File: config.mk
export PLATFORM = sky130hd
export DESIGN_NAME = tdc_calctl_flat
export DESIGN_NICKNAME = d
export VERILOG_FILES = /design/src/rtl/tdc_calctl_pkg.sv /design/src/rtl/tdc_calctl_if.sv /design/src/rtl/tdc_calctl_timer.sv /design/src/rtl/tdc_calctl.sv /design/src/flat_wrapper.sv
export SDC_FILE = /design/constraint.sdc
export NUM_CORES = 1
export LEC_CHECK = 0
export ABC_AREA = 1
export CAP_MARGIN = 25
export CORE_MARGIN = 1.5
export CORE_UTILIZATION = 58
export CTS_CLUSTER_SIZE = 8
export DETAILED_ROUTE_END_ITERATION = 16
export PLACE_DENSITY = 0.8
export SYNTH_ARGS = -nofsm -noshare
export SYNTH_HDL_FRONTEND = slang
export SYNTH_SLANG_ARGS = --single-unit
export TNS_END_PERCENT = 5
File: constraint.sdc
create_clock -name sys_clk -period 2.6 [get_ports sys_clk]
set_clock_uncertainty 0.2 [all_clocks]
set_input_delay 0.52 -clock sys_clk [delete_from_list [all_inputs] [get_ports sys_clk]]
set_output_delay 0.52 -clock sys_clk [all_outputs]
set_load 0.005 [all_outputs]
File: src/rtl/tdc_calctl_pkg.sv
// Shared definitions for the TDC calibration controller: FSM encodings,
// CSR register indices and bit positions (mirrored by the software headers).
package tdc_calctl_pkg;

  typedef enum logic [2:0] {
    S_IDLE    = 3'd0,
    S_QUIET   = 3'd1,
    S_SETTLE  = 3'd2,
    S_START   = 3'd3,
    S_RUN     = 3'd4,
    S_RELEASE = 3'd5
  } state_t;

  localparam logic [2:0] REG_CTRL   = 3'd0;
  localparam logic [2:0] REG_PERIOD = 3'd1;
  localparam logic [2:0] REG_STATUS = 3'd2;
  localparam logic [2:0] REG_TMO    = 3'd3;

  localparam int CTRL_START = 0;
  localparam int CTRL_AUTO  = 1;
  localparam int CTRL_IRQEN = 2;

  localparam int ST_DONE    = 1;
  localparam int ST_TIMEOUT = 2;

  localparam logic [23:0] TMO_RESET = 24'hFFFFFF;

  function automatic logic [31:0] status_word(input logic busy, input logic done,
                                              input logic timeout, input logic [7:0] count);
    return {16'd0, count, 5'd0, timeout, done, busy};
  endfunction

endpackage

File: src/rtl/tdc_calctl_if.sv
// CSR bus shared by all slaves on the page-decoded control bus.
interface tdc_calctl_if;
  logic [13:0] csr_a;
  logic        csr_we;
  logic [31:0] csr_di;
  logic [31:0] csr_do;

  modport master (output csr_a, output csr_we, output csr_di, input csr_do);
  modport slave  (input csr_a, input csr_we, input csr_di, output csr_do);
endinterface

File: src/rtl/tdc_calctl_timer.sv
// Periodic calibration down-counter: load takes priority, expire is a
// single-cycle pulse on the PERIOD-th enabled cycle after a load.
module tdc_calctl_timer (
  input  logic        sys_clk,
  input  logic        sys_rst,
  input  logic        load,
  input  logic        enable,
  input  logic [31:0] period,
  output logic        expire
);

  logic [31:0] cnt_reg;

  assign expire = enable && !load && (cnt_reg == 32'd1);

  always_ff @(posedge sys_clk) begin
    if (sys_rst) begin
      cnt_reg <= '0;
    end else if (load) begin
      cnt_reg <= period;
    end else if (enable) begin
      // An enabled counter sitting at 0 has never been loaded; reload it.
      cnt_reg <= (cnt_reg <= 32'd1) ? period : cnt_reg - 32'd1;
    end
  end

endmodule

File: src/rtl/tdc_calctl.sv
// TDC calibration controller: quiesces the channel, runs the ring oscillator,
// pulses cal_start, waits for done or timeout, then releases in order.
module tdc_calctl
  import tdc_calctl_pkg::*;
#(
  parameter logic [3:0]  csr_addr = 4'h2,
  parameter logic [15:0] settle   = 16'd1024
) (
  input  logic        sys_clk,
  input  logic        sys_rst,
  tdc_calctl_if.slave csr,
  input  logic        tdc_busy_i,
  input  logic        cal_done_i,
  output logic        osc_en_o,
  output logic        cal_sel_o,
  output logic        cal_start_o,
  output logic        irq
);

  state_t      state_reg;
  logic        auto_reg, irqen_reg, done_reg, timeout_reg;
  logic [31:0] period_reg;
  logic [23:0] tmo_reg, run_cnt_reg;
  logic [15:0] settle_cnt_reg;
  logic [7:0]  count_reg;

  logic        sel;
  logic [2:0]  idx;
  logic        wr_ctrl, wr_period, wr_status, wr_tmo;
  logic        busy, request, period_expire, timer_load, timer_en;
  logic [31:0] timer_period, rdata;
  logic        run_done, run_timeout;

  assign sel       = (csr.csr_a[13:10] == csr_addr);
  assign idx       = csr.csr_a[2:0];
  assign wr_ctrl   = sel && csr.csr_we && (idx == REG_CTRL);
  assign wr_period = sel && csr.csr_we && (idx == REG_PERIOD);
  assign wr_status = sel && csr.csr_we && (idx == REG_STATUS);
  assign wr_tmo    = sel && csr.csr_we && (idx == REG_TMO);

  // Manual and periodic requests merge into one; both are dropped while busy.
  assign busy    = (state_reg != S_IDLE);
  assign request = !busy && ((wr_ctrl && csr.csr_di[CTRL_START]) || period_expire);

  assign timer_load   = busy || wr_period;
  assign timer_en     = !busy && auto_reg && (period_reg != 32'd0);
  assign timer_period = wr_period ? csr.csr_di : period_reg;

  tdc_calctl_timer u_timer (
    .sys_clk (sys_clk),
    .sys_rst (sys_rst),
    .load    (timer_load),
    .enable  (timer_en),
    .period  (timer_period),
    .expire  (period_expire)
  );

  // Done has priority over a timeout landing in the same cycle.
  assign run_done    = (state_reg == S_RUN) && cal_done_i;
  assign run_timeout = (state_reg == S_RUN) && !cal_done_i && (tmo_reg != 24'd0) &&
                       (run_cnt_reg == tmo_reg - 24'd1);

  always_ff @(posedge sys_clk) begin
    if (sys_rst) begin
      state_reg      <= S_IDLE;
      osc_en_o       <= 1'b0;
      cal_sel_o      <= 1'b0;
      cal_start_o    <= 1'b0;
      settle_cnt_reg <= '0;
      run_cnt_reg    <= '0;
    end else begin
      cal_start_o <= 1'b0;
      unique case (state_reg)
        S_IDLE: if (request) state_reg <= S_QUIET;
        S_QUIET: begin
          if (!tdc_busy_i) begin
            osc_en_o       <= 1'b1;
            cal_sel_o      <= 1'b1;
            settle_cnt_reg <= '0;
            state_reg      <= S_SETTLE;
          end
        end
        S_SETTLE: begin
          if (settle_cnt_reg == settle - 16'd1) begin
            cal_start_o <= 1'b1;
            state_reg   <= S_START;
          end else begin
            settle_cnt_reg <= settle_cnt_reg + 16'd1;
          end
        end
        S_START: begin
          run_cnt_reg <= '0;
          state_reg   <= S_RUN;
        end
        S_RUN: begin
          if (run_done || run_timeout) begin
            cal_sel_o <= 1'b0;
            state_reg <= S_RELEASE;
          end else begin
            run_cnt_reg <= run_cnt_reg + 24'd1;
          end
        end
        S_RELEASE: begin
          osc_en_o  <= 1'b0;
          state_reg <= S_IDLE;
        end
        default: state_reg <= S_IDLE;
      endcase
    end
  end

  always_comb begin
    rdata = '0;
    if (sel) begin
      case (idx)
        REG_CTRL:   rdata = {29'd0, irqen_reg, auto_reg, 1'b0};
        REG_PERIOD: rdata = period_reg;
        REG_STATUS: rdata = status_word(busy, done_reg, timeout_reg, count_reg);
        REG_TMO:    rdata = {8'd0, tmo_reg};
        default:    rdata = '0;
      endcase
    end
  end

  always_ff @(posedge sys_clk) begin
    if (sys_rst) begin
      auto_reg    <= 1'b0;
      irqen_reg   <= 1'b0;
      period_reg  <= '0;
      tmo_reg     <= TMO_RESET;
      done_reg    <= 1'b0;
      timeout_reg <= 1'b0;
      count_reg   <= '0;
      irq         <= 1'b0;
      csr.csr_do  <= '0;
    end else begin
      if (wr_ctrl) begin
        auto_reg  <= csr.csr_di[CTRL_AUTO];
        irqen_reg <= csr.csr_di[CTRL_IRQEN];
      end
      if (wr_period) period_reg <= csr.csr_di;
      if (wr_tmo) tmo_reg <= csr.csr_di[23:0];
      done_reg    <= run_done || (done_reg && !(wr_status && csr.csr_di[ST_DONE]));
      timeout_reg <= run_timeout || (timeout_reg && !(wr_status && csr.csr_di[ST_TIMEOUT]));
      if (run_done) count_reg <= count_reg + 8'd1;
      irq        <= irqen_reg && (done_reg || timeout_reg);
      csr.csr_do <= rdata;
    end
  end

endmodule

File: src/flat_wrapper.sv
// flat-port wrapper written by rule: the top's interface ports become plain ports
module tdc_calctl_flat import tdc_calctl_pkg::*;
#(
  parameter logic [3:0]  csr_addr = 4'h2,
  parameter logic [15:0] settle   = 16'd1024
)
  (sys_clk, sys_rst, tdc_busy_i, cal_done_i, osc_en_o, cal_sel_o, cal_start_o, irq, csr_csr_a, csr_csr_we, csr_csr_di, csr_csr_do);
  tdc_calctl_if csr_i ();
  input  logic sys_clk;
  input  logic sys_rst;
  input  logic tdc_busy_i;
  input  logic cal_done_i;
  output logic osc_en_o;
  output logic cal_sel_o;
  output logic cal_start_o;
  output logic irq;
  input wire logic [$bits(csr_i.csr_a)-1:0] csr_csr_a;
  input wire logic [$bits(csr_i.csr_we)-1:0] csr_csr_we;
  input wire logic [$bits(csr_i.csr_di)-1:0] csr_csr_di;
  output wire logic [$bits(csr_i.csr_do)-1:0] csr_csr_do;
  assign csr_i.csr_a = csr_csr_a;
  assign csr_i.csr_we = csr_csr_we;
  assign csr_i.csr_di = csr_csr_di;
  assign csr_csr_do = csr_i.csr_do;
  tdc_calctl #(.csr_addr(csr_addr), .settle(settle)) u_core (.sys_clk(sys_clk), .sys_rst(sys_rst), .csr(csr_i), .tdc_busy_i(tdc_busy_i), .cal_done_i(cal_done_i), .osc_en_o(osc_en_o), .cal_sel_o(cal_sel_o), .cal_start_o(cal_start_o), .irq(irq));
endmodule
### After elaboration in Yosys (flattened, before gate mapping)

Index checks and enable logic that the tools add are counted.

* register bits: 179
* input port bits: 51
* output and inout port bits: 36

* add/subtract/negate cells: 5
* $lt $le $gt $ge: 1
* eq/ne operators: 18
* multiplexer cells: 20
* bitwise operators: 2
* reductions and logical operators: 48

Operators with widths (count)
* $mux 32: 4
* $pmux 32 s4: 1
* $pmux 24 s2: 1
* $eq 32x1->1 const B: 1
* $le 32x1->1 const B: 1
* $mux 16: 2
* $pmux 16 s2: 1
* $reduce_bool 32->1: 1
* $sub 32x1->32 const B: 1
* $add 24x1->24 const B: 1
* $eq 24x24->1: 1
* $mux 24: 1
* $reduce_bool 24->1: 1
* $sub 24x1->24 const B: 1
* $logic_and 1x1->1: 20
* $add 16x1->16 const B: 1
* $eq 16x10->1 const B: 1
* $pmux 3 s5: 1
* $eq 3x2->1 const B: 4
* $mux 3: 4
* $reduce_bool 2->1: 5
* $add 8x1->8 const B: 1
* $ne 2x2->1 const B: 4
* $eq 3x1->1 const B: 2
* other kinds (14): 33

### Logic depth before layout (Yosys ltp)

Gate-level depths: netlist of run 1.

* word-level depth: 11
* mapped depth: 20

### Modules after synthesis

From an unflattened synthesis of run 1, not the netlist that was laid out.

* cell total of the unflattened synthesis: 1603
* area total of the unflattened synthesis: 10279.9 µm²

Modules (own cells, without submodules)
* tdc_calctl: times used 1, cells an instance 1194, area an instance 7848.8 µm², seq. area each 2942.8 µm²
* tdc_calctl_timer: times used 1, cells an instance 409, area an instance 2431.1 µm², seq. area each 640.6 µm²

### Worst setup path before layout of run 1

OpenSTA, ideal clock, no wires.

* path type: reg2reg
* from: reg u_core.tmo_reg[1]
* to: reg u_core.run_cnt_reg[10]
* setup time: 0.132 ns
* arrival time: 1.898 ns
* required time: 2.268 ns
* setup slack: 0.370 ns
* cell stages (with the launch flop): 21
* buffers on the path: 1
* period minus slack after synthesis: 2.230 ns
* cells stage by stage: dfxtp_1 inv_1 ha_1 inv_1 nand2_1 nand2_1 nor2_1 nand2_1 nor2_1 nand2_1 nor2_1 nand2_1 nor2_1 nand2_1 nor2_1 nand2_2 nand2_4 nand2_4 buf_6 nand2_1 a21oi_1

* longest elaborated chain between the ends: 6
* elaborated cells between the ends (all ways): 8

RTL lines
* start: declaration: line tdc_calctl.sv:23 `logic [23:0] tmo_reg, run_cnt_reg;`
* start signal: assignment: line tdc_calctl.sv:142 `if (wr_tmo) tmo_reg <= csr.csr_di[23:0];`
* $sub 24x1->24 / $reduce_bool 24->1 (equally long branches): line tdc_calctl.sv:61, tdc_calctl.sv:60
* $eq 24x24->1 / $logic_and 1x1->1 (equally long branches): line tdc_calctl.sv:61, tdc_calctl.sv:60
* $logic_and 1x1->1 (*): line tdc_calctl.sv:60 `assign run_timeout = (state_reg == S_RUN) && !cal_done_i && (tmo_reg != 24'd0) &&`
* $logic_or 1x1->1 (*): line tdc_calctl.sv:96 `if (run_done || run_timeout) begin`
* $ne 2x2->1 (no source line) (*)
* $reduce_and 2->1 (no source line) (*)
* end signal: assignment: line tdc_calctl.sv:100 `run_cnt_reg <= run_cnt_reg + 24'd1;`
* end: declaration: line tdc_calctl.sv:23

Every way passes the cells marked *; elsewhere a longest branch is shown, timed or not.
A chain may end at the register's enable or synchronous reset.

### Final worst setup path of run 1

* from: reg u_core.tmo_reg[4]
* to: reg u_core.run_cnt_reg[2]

Same word-level chain as after synthesis.

==> run metrics, run 1 <==
Critical Path AT between 2 and 3 ns; Die X ~130 um; crit path max-delay cell type dfxtp_1; Max-cap violations 0; DRC viols 0; kind of critical path flop to flop; total CTS buffers 17; IO Port Bufs 79; P_sw around 3.6 mW; fin util ~73%; syn avg cell area ~6.7 um^2; Slew Limit Headroom between 50% and 60%; part of the power in registers between 30% and 40%; Overflow after GRT 0; crit-path cells nor2_2 > nand2_2 > nor2_8 > buf_4 > buf_4 > nand3b_1 > nand2_1 > clkinv_1 > nand2_1 > nor2_1 > nand2_1 > nor2_2 > nand2_2 > nand2_8 > nand2_4 > nand2_1 > a21oi_1; crit path time final between 2 and 3 ns; clock network power share between 20% and 30%; pwr dens about 800 nW/um^2; Crit path required time 2.69 ns; delay of the slowest cell on the worst path around 0.45 ns; Cell Rows 47; switching power share of the total a little under two fifths; r2r worst-path depth 17; WHS about 0.27 ns; Worst-path clk slew 0.07 ns; Worst-Margin Slew between 0.6 and 0.7 ns; largest net degree at the start of global routing 53; Routed WL ~28000 um; met3 Use GR 5.344%; Critical Path Start Type flop; Post-Syn Instances 1442; Worst Setup End Kind flop; synth warn 0; CTS tree built; die height approximately 130 um; Final period util between 90% and 100%; hold path cells 2; ys async rst share 0%; Synth Net Count 1500; Post-synth EDFFs 0; Max IR drop VDD 0.0007515 V; initial antenna violation count 0; GRT busiest layer met2; worst skew pair latency 0.43 ns; routed vias 10040; cell mode on critical path nand2_1; Layout Area Growth over Synthesis 23.49%; RSZ-0062 raised after global routing true; outcome complete, no violations; Longest Clk Path Bufs 2; largest family of logic cells by synthesized area simple AND/OR/NAND/NOR gates; commonest non-fill, non-tap cell in the layout nand2_1; xor/xnor share of the synthesized area slightly below 6%; final hold violation count 0; Hold WC Path Type flop to flop; DR vias/cell 5.593; met2 Use GR 50.90%; Overall Global Routing Usage between 30% and 40%; CP Max Fanout 12; Post-Synth Adder-Cell Area less than 1%; Core Area roughly 16000 um^2; first-pass GRT wire length 44050 um; dpl hpwl ~20000 um; share of layout cells above drive strength 1 a little under an eighth; number of global-route vias before repair roughly 9000; Initial DRC Count 996; Synth Area in Compound Gates a little over an eighth; Gate power share roughly two fifths; post-route ant nets 0; antenna fix cells 0; sequential area share after synthesis approximately 37%; root buffer cell clkbuf_16; TritonRoute pass-1 iters 6; #FFs+latches synth ~180; CTS Sinks 179; cell-internal power ~6 mW; ys flop type dfxtp_1; Starting Density between 50 and 60%; hold_buf cts 0; H-tree lvl count 4; average wire per standard cell around 15 um; Post-Synth Simple-Gate Area between 30% and 40%; final max-slew violation count 0; met1 usage 40.94%; Synth cell types 47; setup violators final 0; mux cell area share after synthesis under 10%; Post-Syn Area between 9000 and 10000 um^2; nets 1621; die area about 18000 um^2; gpl congestion about 0.96; Leak just over 5 nW; io pins 87; FMAX a little under 400 MHz; most frequent cells in the layout nand2_1 (314), nor2_1 (176), dfxtp_1 (174); filler cell count ~1300
-- synthesized netlist by cell type, types with 6 or more instances --
cell        n  share of area, %
a21oi_1   117               6.0
buf_2      11              0.57
clkbuf_1   37               1.4
dfxtp_1   179                37
ha_1        7              0.90
inv_1     165               6.4
mux2i_1    13               1.3
nand2_1   316                12
nand2_2     8              0.52
nand3_1    83               4.3
nand3b_1    6              0.46
nand4_1    21               1.4
nor2_1    186               7.2
nor2_2      8              0.52
nor3_1     46               2.4
nor4_1     17               1.1
o211ai_1   23               1.8
o21ai_0    77               4.0
o22ai_1     8              0.52
xnor2_1    22               2.0
xor2_1     43               3.9
-- layout make-up --
class,instances,area (um^2),area share [%]
clock buffer,23,488.0,4.074
clock inverter,8,125.1,1.045
inverter,170,638.1,5.328
timing repair buffer,157,1459,12.18
multi-input combinational,1038,5403,45.11
tap,220,275.3,2.298
sequential,179,3590,29.97
-- per-stage QoR --
stage | power, mW | setup WS (ns) | area (um^2) | cells | setup TNS (ns)
floorplan | 5.756 | 0.3702 | 9699 | 1442 | 0
global placement | 6.787 | -0.2791 | 11100 | 1756 | -11.09
detailed placement | 6.843 | -0.3053 | 11100 | 1756 | -12.94
CTS | 9.510 | 0.01377 | 11720 | 1787 | 0
global route | 10.20 | -0.1164 | 11980 | 1795 | -2.097
finish | 9.602 | 0.03966 | 11980 | 1795 | 0
-- routing by layer --
| metal | routed length, um | vias up | part of all wire (%) |
|---|---|---|---|
| met4 | 1103 | 0 | 4.0 |
| li1 | - | 4927 | - |
| met3 | 2117 | 94 | 7.6 |
| met2 | 12930 | 468 | 46 |
| met5 | 0 | - | 0 |
| met1 | 11670 | 4551 | 42 |
-- final timing paths --
check	from	endpoint	slack [ns]
worst max-delay path	u_core.tmo_reg[4]	u_core.run_cnt_reg[2]	0.04
worst min-delay path	u_core.settle_cnt_reg[13]	u_core.settle_cnt_reg[13]	0.27
worst max register to register	u_core.tmo_reg[4]	u_core.run_cnt_reg[2]	0.04
worst min register to register	u_core.settle_cnt_reg[13]	u_core.settle_cnt_reg[13]	0.27
-- logic make-up (layout without fill, tap and decap cells) --
group | after synthesis | in the layout
xor gates and xnor gates | 65 | 65
buffers and inverters | 227 | 358
muxes | 13 | 13
adders and majority gates | 7 | 7
and+or+nand+nor | 710 | 712
AOI/OAI and AO/OA | 241 | 241
DFF | 179 | 179
-- critical path, delay by kind of cell, from the launching register on --
kind	cells	cell delay, ns
AND/OR/NAND/NOR	13	1.37
AO/OA/AOI/OAI	1	0.07
flip-flops	1	0.45
buffers and inverters	3	0.33
-- power groups by stage --
| stage | clock network, mW | registers [mW] | logic [mW] |
|---|---|---|---|
| after CTS | 2.69 | 3.15 | 3.67 |
| final | 2.68 | 3.16 | 3.76 |
| after global placement | 0 | 3.20 | 3.58 |
| after floorplan | 0 | 3.17 | 2.59 |
| after global routing | 2.82 | 3.18 | 4.19 |
| after detailed placement | 0 | 3.21 | 3.63 |
-- what timing repair did --
item | in CTS | in global routing
buffers inserted | 0 | 4
gates resized for setup | 1 | 44
cloned | 0 | 4
setup endpoints to repair | 2 | 34
pin swaps | 0 | 33
Note: power is estimated with default switching activity, not from simulation.
==> run 2: changes to the inputs <==
Settings changed: ABC_CLOCK_PERIOD_IN_PS from default to 2600.
==> results of run 2 <==
The final DEF is identical to that of run 1; final timing and power are the same.
==> run 3: changes to the inputs <==
Settings changed: CAP_MARGIN 25 to default.
==> results of run 3 <==
The final DEF is identical to that of run 1; final timing and power are the same.
